## config.mk

```make
export PLATFORM = sky130hd
export DESIGN_NAME = uart_autobaud_ctrl
export DESIGN_NICKNAME = d
export VERILOG_FILES = /design/src/rtl/uart_pkg.sv /design/src/rtl/uart_sync2.sv /design/src/rtl/uart_autobaud_ctrl.sv
export SDC_FILE = /design/constraint.sdc
export NUM_CORES = 1
export LEC_CHECK = 0
export ABC_CLOCK_PERIOD_IN_PS = 5050
export BUFFER_PORTS_ARGS = -buffer_cell sky130_fd_sc_hd__buf_2
export CAP_MARGIN = 20
export CELL_PAD_IN_SITES_DETAIL_PLACEMENT = 1
export CELL_PAD_IN_SITES_GLOBAL_PLACEMENT = 2
export CORE_MARGIN = 1.5
export CORE_UTILIZATION = 38
export CTS_CLUSTER_SIZE = 28
export DETAILED_ROUTE_END_ITERATION = 16
export PLACE_DENSITY_LB_ADDON = 0.1
export SLEW_MARGIN = 15
export SYNTH_ARGS = -nofsm -noshare
export SYNTH_HDL_FRONTEND = slang
export SYNTH_SLANG_ARGS = --single-unit
export TNS_END_PERCENT = 30
```

## constraint.sdc

```tcl
create_clock -name clk -period 5.05 [get_ports clk]
set_clock_uncertainty 0.05 [all_clocks]
set_input_delay 0.505 -clock clk [delete_from_list [all_inputs] [get_ports clk]]
set_output_delay 0.505 -clock clk [all_outputs]
set_load 0.005 [all_outputs]
```

## src/rtl/uart_pkg.sv

```systemverilog
// Shared definitions for the UART auto-baud controller: state encoding and
// default measurement parameters.
package uart_pkg;

  localparam int unsigned OVS_LOG2_DEF = 4;
  localparam int unsigned CNT_W_DEF    = 20;
  localparam int unsigned DIV_W        = 16;
  localparam int unsigned IDLE_RUN     = 16;
  localparam int unsigned SETTLE_SH    = 4;

  typedef enum logic [2:0] {
    ST_IDLE      = 3'd0,
    ST_WAIT_IDLE = 3'd1,
    ST_ARMED     = 3'd2,
    ST_MEASURE   = 3'd3,
    ST_SETTLE    = 3'd4,
    ST_LOCKED    = 3'd5,
    ST_ERROR     = 3'd6
  } state_e;

endpackage

```

## src/rtl/uart_sync2.sv

```systemverilog
// Two-flop synchroniser for the asynchronous serial line; resets to the idle
// (high) level so reset never fabricates a start-bit edge.
module uart_sync2 (
  input  logic clk,
  input  logic rst_n,
  input  logic d,
  output logic q
);

  logic meta;

  always_ff @(posedge clk or negedge rst_n) begin
    if (!rst_n) begin
      meta <= 1'b1;
      q    <= 1'b1;
    end else begin
      meta <= d;
      q    <= meta;
    end
  end

endmodule

```

## src/rtl/uart_autobaud_ctrl.sv

```systemverilog
// Auto-baud acquisition: measures the start-bit width of a calibration
// character, derives the baud divisor and locks it once the line settles.
module uart_autobaud_ctrl
  import uart_pkg::*;
#(
  parameter int unsigned OVS_LOG2 = OVS_LOG2_DEF,
  parameter int unsigned CNT_W    = CNT_W_DEF
) (
  input  logic             clk,
  input  logic             rst_n,
  input  logic             start,
  input  logic             abort,
  input  logic             rx,
  input  logic             sw_override,
  input  logic [DIV_W-1:0] sw_divisor,
  output logic [DIV_W-1:0] divisor,
  output logic             baud_en,
  output logic             busy,
  output logic             locked,
  output logic             err
);

  localparam int unsigned SET_W  = CNT_W + SETTLE_SH;
  localparam int unsigned WIDE_W = (CNT_W + 1 > DIV_W + 1) ? CNT_W + 1 : DIV_W + 1;
  localparam logic [CNT_W-1:0]  CNT_MAX = '1;
  localparam logic [WIDE_W-1:0] ROUND   = WIDE_W'(1) << (OVS_LOG2 - 1);
  localparam logic [WIDE_W-1:0] DIV_MAX = WIDE_W'({DIV_W{1'b1}});

  state_e            state, state_nxt;
  logic [CNT_W-1:0]  cnt, cnt_nxt;
  logic [CNT_W-1:0]  meas, meas_nxt;
  logic [DIV_W-1:0]  meas_div, meas_div_nxt;
  logic [SET_W-1:0]  set_cnt, set_cnt_nxt;
  logic [SET_W-1:0]  set_target;
  logic [DIV_W-1:0]  div_q, div_nxt;
  logic              locked_nxt, err_nxt, busy_nxt, baud_en_nxt;
  logic              rx_s, rx_d;
  logic              fall, rise;
  logic [WIDE_W-1:0] div_full;
  logic              div_bad;

  uart_sync2 u_sync (
    .clk   (clk),
    .rst_n (rst_n),
    .d     (rx),
    .q     (rx_s)
  );

  assign fall       = rx_d & ~rx_s;
  assign rise       = ~rx_d & rx_s;
  assign div_full   = (WIDE_W'(cnt) + ROUND) >> OVS_LOG2;
  assign div_bad    = (div_full == '0) || (div_full > DIV_MAX);
  assign set_target = SET_W'(meas) << SETTLE_SH;
  assign divisor    = sw_override ? sw_divisor : div_q;

  always_ff @(posedge clk or negedge rst_n) begin
    if (!rst_n) begin
      state    <= ST_IDLE;
      cnt      <= '0;
      meas     <= '0;
      meas_div <= '0;
      set_cnt  <= '0;
      div_q    <= '0;
      locked   <= 1'b0;
      err      <= 1'b0;
      busy     <= 1'b0;
      baud_en  <= 1'b0;
      rx_d     <= 1'b1;
    end else begin
      state    <= state_nxt;
      cnt      <= cnt_nxt;
      meas     <= meas_nxt;
      meas_div <= meas_div_nxt;
      set_cnt  <= set_cnt_nxt;
      div_q    <= div_nxt;
      locked   <= locked_nxt;
      err      <= err_nxt;
      busy     <= busy_nxt;
      baud_en  <= baud_en_nxt;
      rx_d     <= rx_s;
    end
  end

  always_comb begin
    state_nxt    = state;
    cnt_nxt      = cnt;
    meas_nxt     = meas;
    meas_div_nxt = meas_div;
    set_cnt_nxt  = set_cnt;
    div_nxt      = div_q;
    locked_nxt   = locked;
    err_nxt      = err;

    case (state)
      ST_WAIT_IDLE: begin
        if (!rx_s) begin
          cnt_nxt = '0;
        end else if (cnt == CNT_W'(IDLE_RUN - 1)) begin
          state_nxt = ST_ARMED;
          cnt_nxt   = '0;
        end else begin
          cnt_nxt = cnt + CNT_W'(1);
        end
      end
      ST_ARMED: begin
        if (fall) begin
          state_nxt = ST_MEASURE;
          cnt_nxt   = CNT_W'(1);
        end
      end
      ST_MEASURE: begin
        if (rise) begin
          meas_nxt     = cnt;
          meas_div_nxt = DIV_W'(div_full);
          set_cnt_nxt  = '0;
          if (div_bad) begin
            state_nxt = ST_ERROR;
            err_nxt   = 1'b1;
          end else begin
            state_nxt = ST_SETTLE;
          end
        end else if (!rx_s) begin
          if (cnt == CNT_MAX) begin
            state_nxt = ST_ERROR;
            err_nxt   = 1'b1;
          end else begin
            cnt_nxt = cnt + CNT_W'(1);
          end
        end
      end
      // Any low on the line restarts the quiet-time wait for the rest of the character.
      ST_SETTLE: begin
        if (!rx_s) begin
          set_cnt_nxt = '0;
        end else if ((set_cnt + SET_W'(1)) >= set_target) begin
          state_nxt  = ST_LOCKED;
          locked_nxt = 1'b1;
          div_nxt    = meas_div;
        end else begin
          set_cnt_nxt = set_cnt + SET_W'(1);
        end
      end
      default: ;
    endcase

    // Abort has priority over start; a locked divisor survives only an abort from LOCKED.
    if (abort) begin
      state_nxt   = ST_IDLE;
      cnt_nxt     = '0;
      set_cnt_nxt = '0;
      if (state != ST_LOCKED) begin
        locked_nxt = 1'b0;
        div_nxt    = '0;
      end
    end else if (start) begin
      state_nxt   = ST_WAIT_IDLE;
      cnt_nxt     = '0;
      set_cnt_nxt = '0;
      err_nxt     = 1'b0;
      locked_nxt  = 1'b0;
      div_nxt     = '0;
    end

    busy_nxt    = (state_nxt == ST_WAIT_IDLE) || (state_nxt == ST_ARMED) ||
                  (state_nxt == ST_MEASURE)   || (state_nxt == ST_SETTLE);
    baud_en_nxt = (sw_override && (sw_divisor != '0)) || locked_nxt;
  end

endmodule
```

==> metrics.yaml, run 1 <==
status: "finished clean"
cts_buffers: 9
final_cell_mix: "dfrtp_1 (103), nor2_1 (77), nand2_1 (70)"
mostFrequentLayoutCell: "dfrtp_1"
peakVddDrop_mv: 0.1569
yosysWarnings: 0
worstPathRequired_ps: 5280
hold_viol_final: 0
postCtsSetupBuffers: 0
dieArea_um2: 17570
cts_root_buf: "clkbuf_16"
final_core_util: 0.4251
cts_tree: "yes"
postSynth.asyncResetShare: 1.000
synth.avg_cell_area_um2: 8.884
initial_utilization: 0.3874
die_x_um: 132.6
clk_latency_ps: 360
cts.sinks: 106
drive_above_1_share: 0.1469
critPathLaunchType: "register"
synthFlopType: "dfrtp_1"
grt_pass1_vias: 5690
chipHeight_um: 132.6
grt_max_degree: 60
synthCells: 718
wire_per_inst_um: 19.06
min_period_ps: 4411
drc: 0
port_buffers: 41
rsz0062_at_grt: "no"
num_vias: 5326
setup-violations-final: 0
coreArea_um2: 16470
critPathCaptureType: "register"
min_period_over_period: 0.8735
drt_pass1_iterations: 4
synthesis.nets: 763
ios: 42
viasPerCell: 5.577
drt_iter0_drc: 239
n_antenna_cell: 0
max_slew_margin: 0.3249
maxCapViolCount: 0
antenna_left: 0
grtUsageTotal: 0.2219
netlist_top_cells_area: "dfrtp_1 (40%), o21ai_0 (4.7%), nor2_1 (4.5%), ha_1 (4.5%), a21oi_1 (4.5%)"
core.rowCount: 47
synth_edf_count: 0
synth.largest_area_cell: "dfrtp_1"
cts_resized: 0
slew_violations: 0
crit_type: "reg -> reg"
p_per_area_nw_per_um2: 239.3
ys_ff_latch: 106
cts_hold_buffers: 0
gp_congestion: 0.7994
max_freq_mhz: 226.7
clock_path_buffers: 2
grt_pass1_wl_mm: 30.68
critPathMaxFanout: 24
syn2layout_area_growth_pct: 9.729
cp.arrival_ps: 4640
fillers: 1939
netlist.area_leader.share: 0.4041
overflow: 0
leakagePower_uw: 0.003123
antenna_found_initial: 0
hpwlAfterDp_mm: 13.12
synth_cell_types: 61
nets: 775
tns_ps: 0
hp-class: "in -> async"
synth_area_um2: 6379
cts_max_level: 3
worstMarginPinSlew_ps: 1012
r2r_slack_ps: 640
clk_pin_slew_ps: 70
wl_mm: 18.20
synth-seq-area-share: 0.4164
## critical path, cell delays in order, from the launching register on
cell and delay, ps:
dfrtp_1 450, nand3_1 220, nor4_4 480, nand3_4 170
nor4_4 320, nand3_1 180, xnor2_1 170, ha_1 330
nand4_1 120, or3_1 420, a2111oi_4 360, o21ai_2 180
o21ai_2 450, o21ai_0 240, a21oi_1 190
## final cells by class
class,count,area (um2),share of cell area
Multi-Input combinational cell,533,3381,0.4830
Clock inverter,3,46.29,0.006614
Inverter,32,120.1,0.01716
Sequential cell,106,2656,0.3795
Clock buffer,13,260.3,0.03718
Tap cell,220,275.3,0.03933
Timing Repair Buffer,48,260.3,0.03718
## synth_stat cells, drive strengths merged, types with 2 or more instances
master and n:
nor3b 2, nand2b 5, nand3b 7, a21o 2
nand4 21, ha 23, dfstp 3, nand2 71
xnor2 23, o21ai 63, dfrtp 103, nor4 17
and4 2, a21oi 57, a31o 2, clkbuf 27
a2111oi 2, mux2i 16, inv 32, nor2 77
o21bai 2, or3 7, a31oi 13, mux2 19
o31ai 12, and2 2, o41ai 2, xor2 10
nor3 9, or2 2, and3 14, o21a 2
buf 20, nand3 34, a211oi 5, nor2b 2
## cells by family after synthesis
group / share of synthesized area
and+or+nand+nor: 0.2248
buffers and inverters: 0.05375
adders and majority gates: 0.04512
muxes: 0.05865
xor gates and xnor gates: 0.04531
DFF: 0.4164
AOI/OAI and AO/OA: 0.1559
## sequential cells by signal (all words and copies together) (netlist names), 3 cells and up
name / count
set_cnt: 24
meas_div: 16
cnt: 20
div_q: 16
meas: 20
state: 3
## metrics by stage
| stage | std cells | instance area [um2] | power [uW] | hold WS, ps | setup WS (ps) |
|---|---|---|---|---|---|
| 2_1_floorplan | 718 | 6379 | 906.6 | 159.4 | 1355 |
| 3_3_place_gp | 939 | 6693 | 951.2 | 297.4 | 841.6 |
| 3_5_place_dp | 939 | 6693 | 953.6 | 300.7 | 652.7 |
| 4_1_cts | 955 | 6999 | 1708 | 171.4 | 630.4 |
| 5_1_grt | 955 | 6999 | 1746 | 181.4 | 238.5 |
| 6_report | 955 | 6999 | 1675 | 161.6 | 639.1 |
## metal layers
| layer | track usage | share of wire |
|---|---|---|
| met1 | 0.2807 | 0.45 |
| met5 | 0 | 0 |
| met2 | 0.3839 | 0.50 |
| met3 | 0.03908 | 0.028 |
| met4 | 0.07387 | 0.021 |
## report_power, final
group / switching [uW] / internal, uW / leakage [uW]
clock: 326 / 414 / 0.000146
sequential: 4.45 / 854 / 0.00146
combinational: 50.7 / 26.4 / 0.00151
## worst paths after layout
check / start / to / cells after the start
max: set_cnt[2]$_DFFE_PN0P_ / set_cnt[2]$_DFFE_PN0P_ / 14
min: rst_n / cnt[12]$_DFFE_PN0P_ / 1
max reg2reg: set_cnt[2]$_DFFE_PN0P_ / set_cnt[2]$_DFFE_PN0P_ / 14
min reg2reg: u_sync.meta$_DFF_PN1_ / u_sync.q$_DFF_PN1_ / 0
max in group asynchronous: rst_n / div_q[15]$_DFF_PN0_ / 2
min in group clk: rx / u_sync.meta$_DFF_PN1_ / 1
Power figures use the tool's default switching activity.
==> inputs of run 2 (changes only) <==
Settings changed: REMOVE_ABC_BUFFERS set to 1.
==> metrics.yaml, run 2 (same netlist as run 1, synthesis figures left out) <==
grt_pass1_vias: 5499  # was 5690
cp_slowest_stage_delay_ps: 490  # was 480 ps
gp_congestion: 0.8100  # was 0.7994
seqCellArea_um2: 2656  # unchanged
clock_path_buffers: 2  # unchanged
cts_tree: "yes"  # unchanged
clk_latency_ps: 360  # about the same
cts.sinks: 106  # unchanged
peakVddDrop_mv: 0.1506  # was 0.1569 mV
cp.arrival_ps: 4640  # about the same
hp-class: "in -> reg"  # was in -> async
hp-start: "rx"
slew_violations: 0  # unchanged
worstMarginPinSlew_ps: 1032  # was 1012 ps
ff2ff_path_depth: 14  # unchanged
grtUsageTotal: 0.2144  # was 0.2219
final_cell_mix: "dfrtp_1 (103), nor2_1 (77), nand2_1 (70)"  # unchanged
r2r-end: "set_cnt[9]$_DFFE_PN0P_"  # was set_cnt[2]$_DFFE_PN0P_
largest-register: "set_cnt"  # unchanged
port_buffers: 41  # unchanged
chipHeight_um: 132.6  # unchanged
grt_max_degree: 65  # was 60
max_slew_margin: 0.3121  # was 0.3249
maxCapViolCount: 0  # unchanged
max_freq_mhz: 226.2  # was 226.7 MHz
coreArea_um2: 16470  # unchanged
fillers: 1935  # was 1939
clk_pin_slew_ps: 70  # about the same
drive_above_1_share: 0.1432  # was 0.1469
cts_resized: 0  # unchanged
critPathCaptureType: "register"  # unchanged
setup-violations-final: 0  # unchanged
min_period_over_period: 0.8752  # was 0.8735
min_period_ps: 4420  # was 4411 ps
die_x_um: 132.6  # unchanged
postCtsSetupBuffers: 0  # unchanged
overflow: 0  # unchanged
total_power_uw: 1583  # was 1675 uW
crit_chain: "nand3_1 > nor4_4 > nand3_4 > nor4_4 > nand3_1 > xnor2_1 > ha_1 > nand4_1 > or3_1 > a2111oi_4 > o21ai_2 > o21ai_2 > o21ai_0 > a21oi_1"  # unchanged
r2r_start: "set_cnt[2]$_DFFE_PN0P_"  # unchanged
ios: 42  # unchanged
rsz0062_at_grt: "no"  # unchanged
antenna_left: 0  # unchanged
nets: 774  # was 775
syn2layout_area_growth_pct: 8.788  # was 9.729%
leakagePower_uw: 0.003094  # was 0.003123 uW
crit_slowest_cell: "nor4_4"  # unchanged
crit_path_end: "set_cnt[9]$_DFFE_PN0P_"  # was set_cnt[2]$_DFFE_PN0P_
p_per_area_nw_per_um2: 228.2  # was 239.3 nW/um2
mostFrequentLayoutCell: "dfrtp_1"  # unchanged
initial_utilization: 0.3874  # unchanged
worstPathRequired_ps: 5270  # was 5280 ps
n_antenna_cell: 0  # unchanged
r2r_slack_ps: 630  # was 640 ps
drt_iter0_drc: 245  # was 239
startpoint: "set_cnt[2]$_DFFE_PN0P_"  # unchanged
cts_max_level: 3  # unchanged
dieArea_um2: 17570  # unchanged
largest_reg_flops: 24  # unchanged
num_vias: 5370  # was 5326
status: "finished clean"  # unchanged
drt_pass1_iterations: 4  # unchanged
hold_viol_final: 0  # unchanged
cts_buffers: 9  # unchanged
multi_input_area_um2: 3381  # unchanged
core.rowCount: 47  # unchanged
viasPerCell: 5.635  # was 5.577
hpwlAfterDp_mm: 13.15  # was 13.12 mm
drc: 0  # unchanged
reg_top3: "set_cnt x24, cnt x20, meas x20"  # unchanged
antenna_found_initial: 0  # unchanged
crit_type: "reg -> reg"  # unchanged
critPathMaxFanout: 24  # unchanged
cts_hold_buffers: 0  # unchanged
wire_per_inst_um: 19.02  # was 19.06 um
critPathLaunchType: "register"  # unchanged
tns_ps: 0  # unchanged
wl_mm: 18.12  # was 18.20 mm
grt_pass1_wl_mm: 29.67  # was 30.68 mm
cts_root_buf: "clkbuf_16"  # unchanged
-- run 2: worst min-delay path by stage --
| stage | cells past startpoint | slack (ps) | to |
|---|---|---|---|
| floorplan | 0 | 160 | baud_en$_DFF_PN0_ |
| CTS | 1 | 180 | u_sync.meta$_DFF_PN1_ |
| finish | 1 | 190 | u_sync.meta$_DFF_PN1_ |
| global route | 1 | 180 | u_sync.meta$_DFF_PN1_ |
| detailed placement | 0 | 300 | u_sync.q$_DFF_PN1_ |
| global placement | 0 | 300 | u_sync.q$_DFF_PN1_ |
-- run 2: per-layer routing --
| metal | part of all wire | wire (um) | vias to the layer above | GRT usage |
|---|---|---|---|---|
| met2 | 0.48 | 8654 | 78 | 0.3592 |
| met4 | 0.014 | 253 | 0 | 0.06410 |
| li1 | - | - | 2563 | - |
| met1 | 0.49 | 8791 | 2712 | 0.2933 |
| met5 | 0 | 0 | - | 0 |
| met3 | 0.023 | 423 | 17 | 0.02375 |
-- run 2: final cells by class --
class / instances / area share
clock buffer: 12 / 0.03408
tap: 220 / 0.03967
clock inverter: 3 / 0.002524
inverter: 32 / 0.01731
sequential: 106 / 0.3828
timing repair buffer: 47 / 0.03642
multi-input combinational: 533 / 0.4872
-- run 2: power breakdown --
| group | internal [uW] | switching (uW) | total (uW) |
|---|---|---|---|
| combinational | 26.4 | 51.9 | 78.3 |
| clock | 331 | 315 | 646 |
| sequential | 854 | 4.92 | 859 |
-- run 2: metrics by stage --
stage | worst slack [ps] | hold slack, ps | std cells | utilization | area [um2]
floorplan | 880.2 | 159.4 | 671 | - | 6156
global placement | 843.4 | 300.0 | 938 | 0.4060 | 6685
detailed placement | 624.7 | 300.3 | 938 | 0.4060 | 6685
CTS | 615.7 | 176.8 | 953 | 0.4214 | 6939
global route | 191.9 | 184.5 | 953 | 0.4214 | 6939
finish | 630.0 | 191.1 | 953 | 0.4214 | 6939
-- run 2: critical path: cells and delay by family (launching register included) --
family / cells / cell delay (ps)
AO/OA/AOI/OAI: 5 / 1370
AND/OR/NAND/NOR: 7 / 1960
XOR/XNOR: 1 / 170
flip-flops: 1 / 440
adder cells (fa/ha/maj): 1 / 310
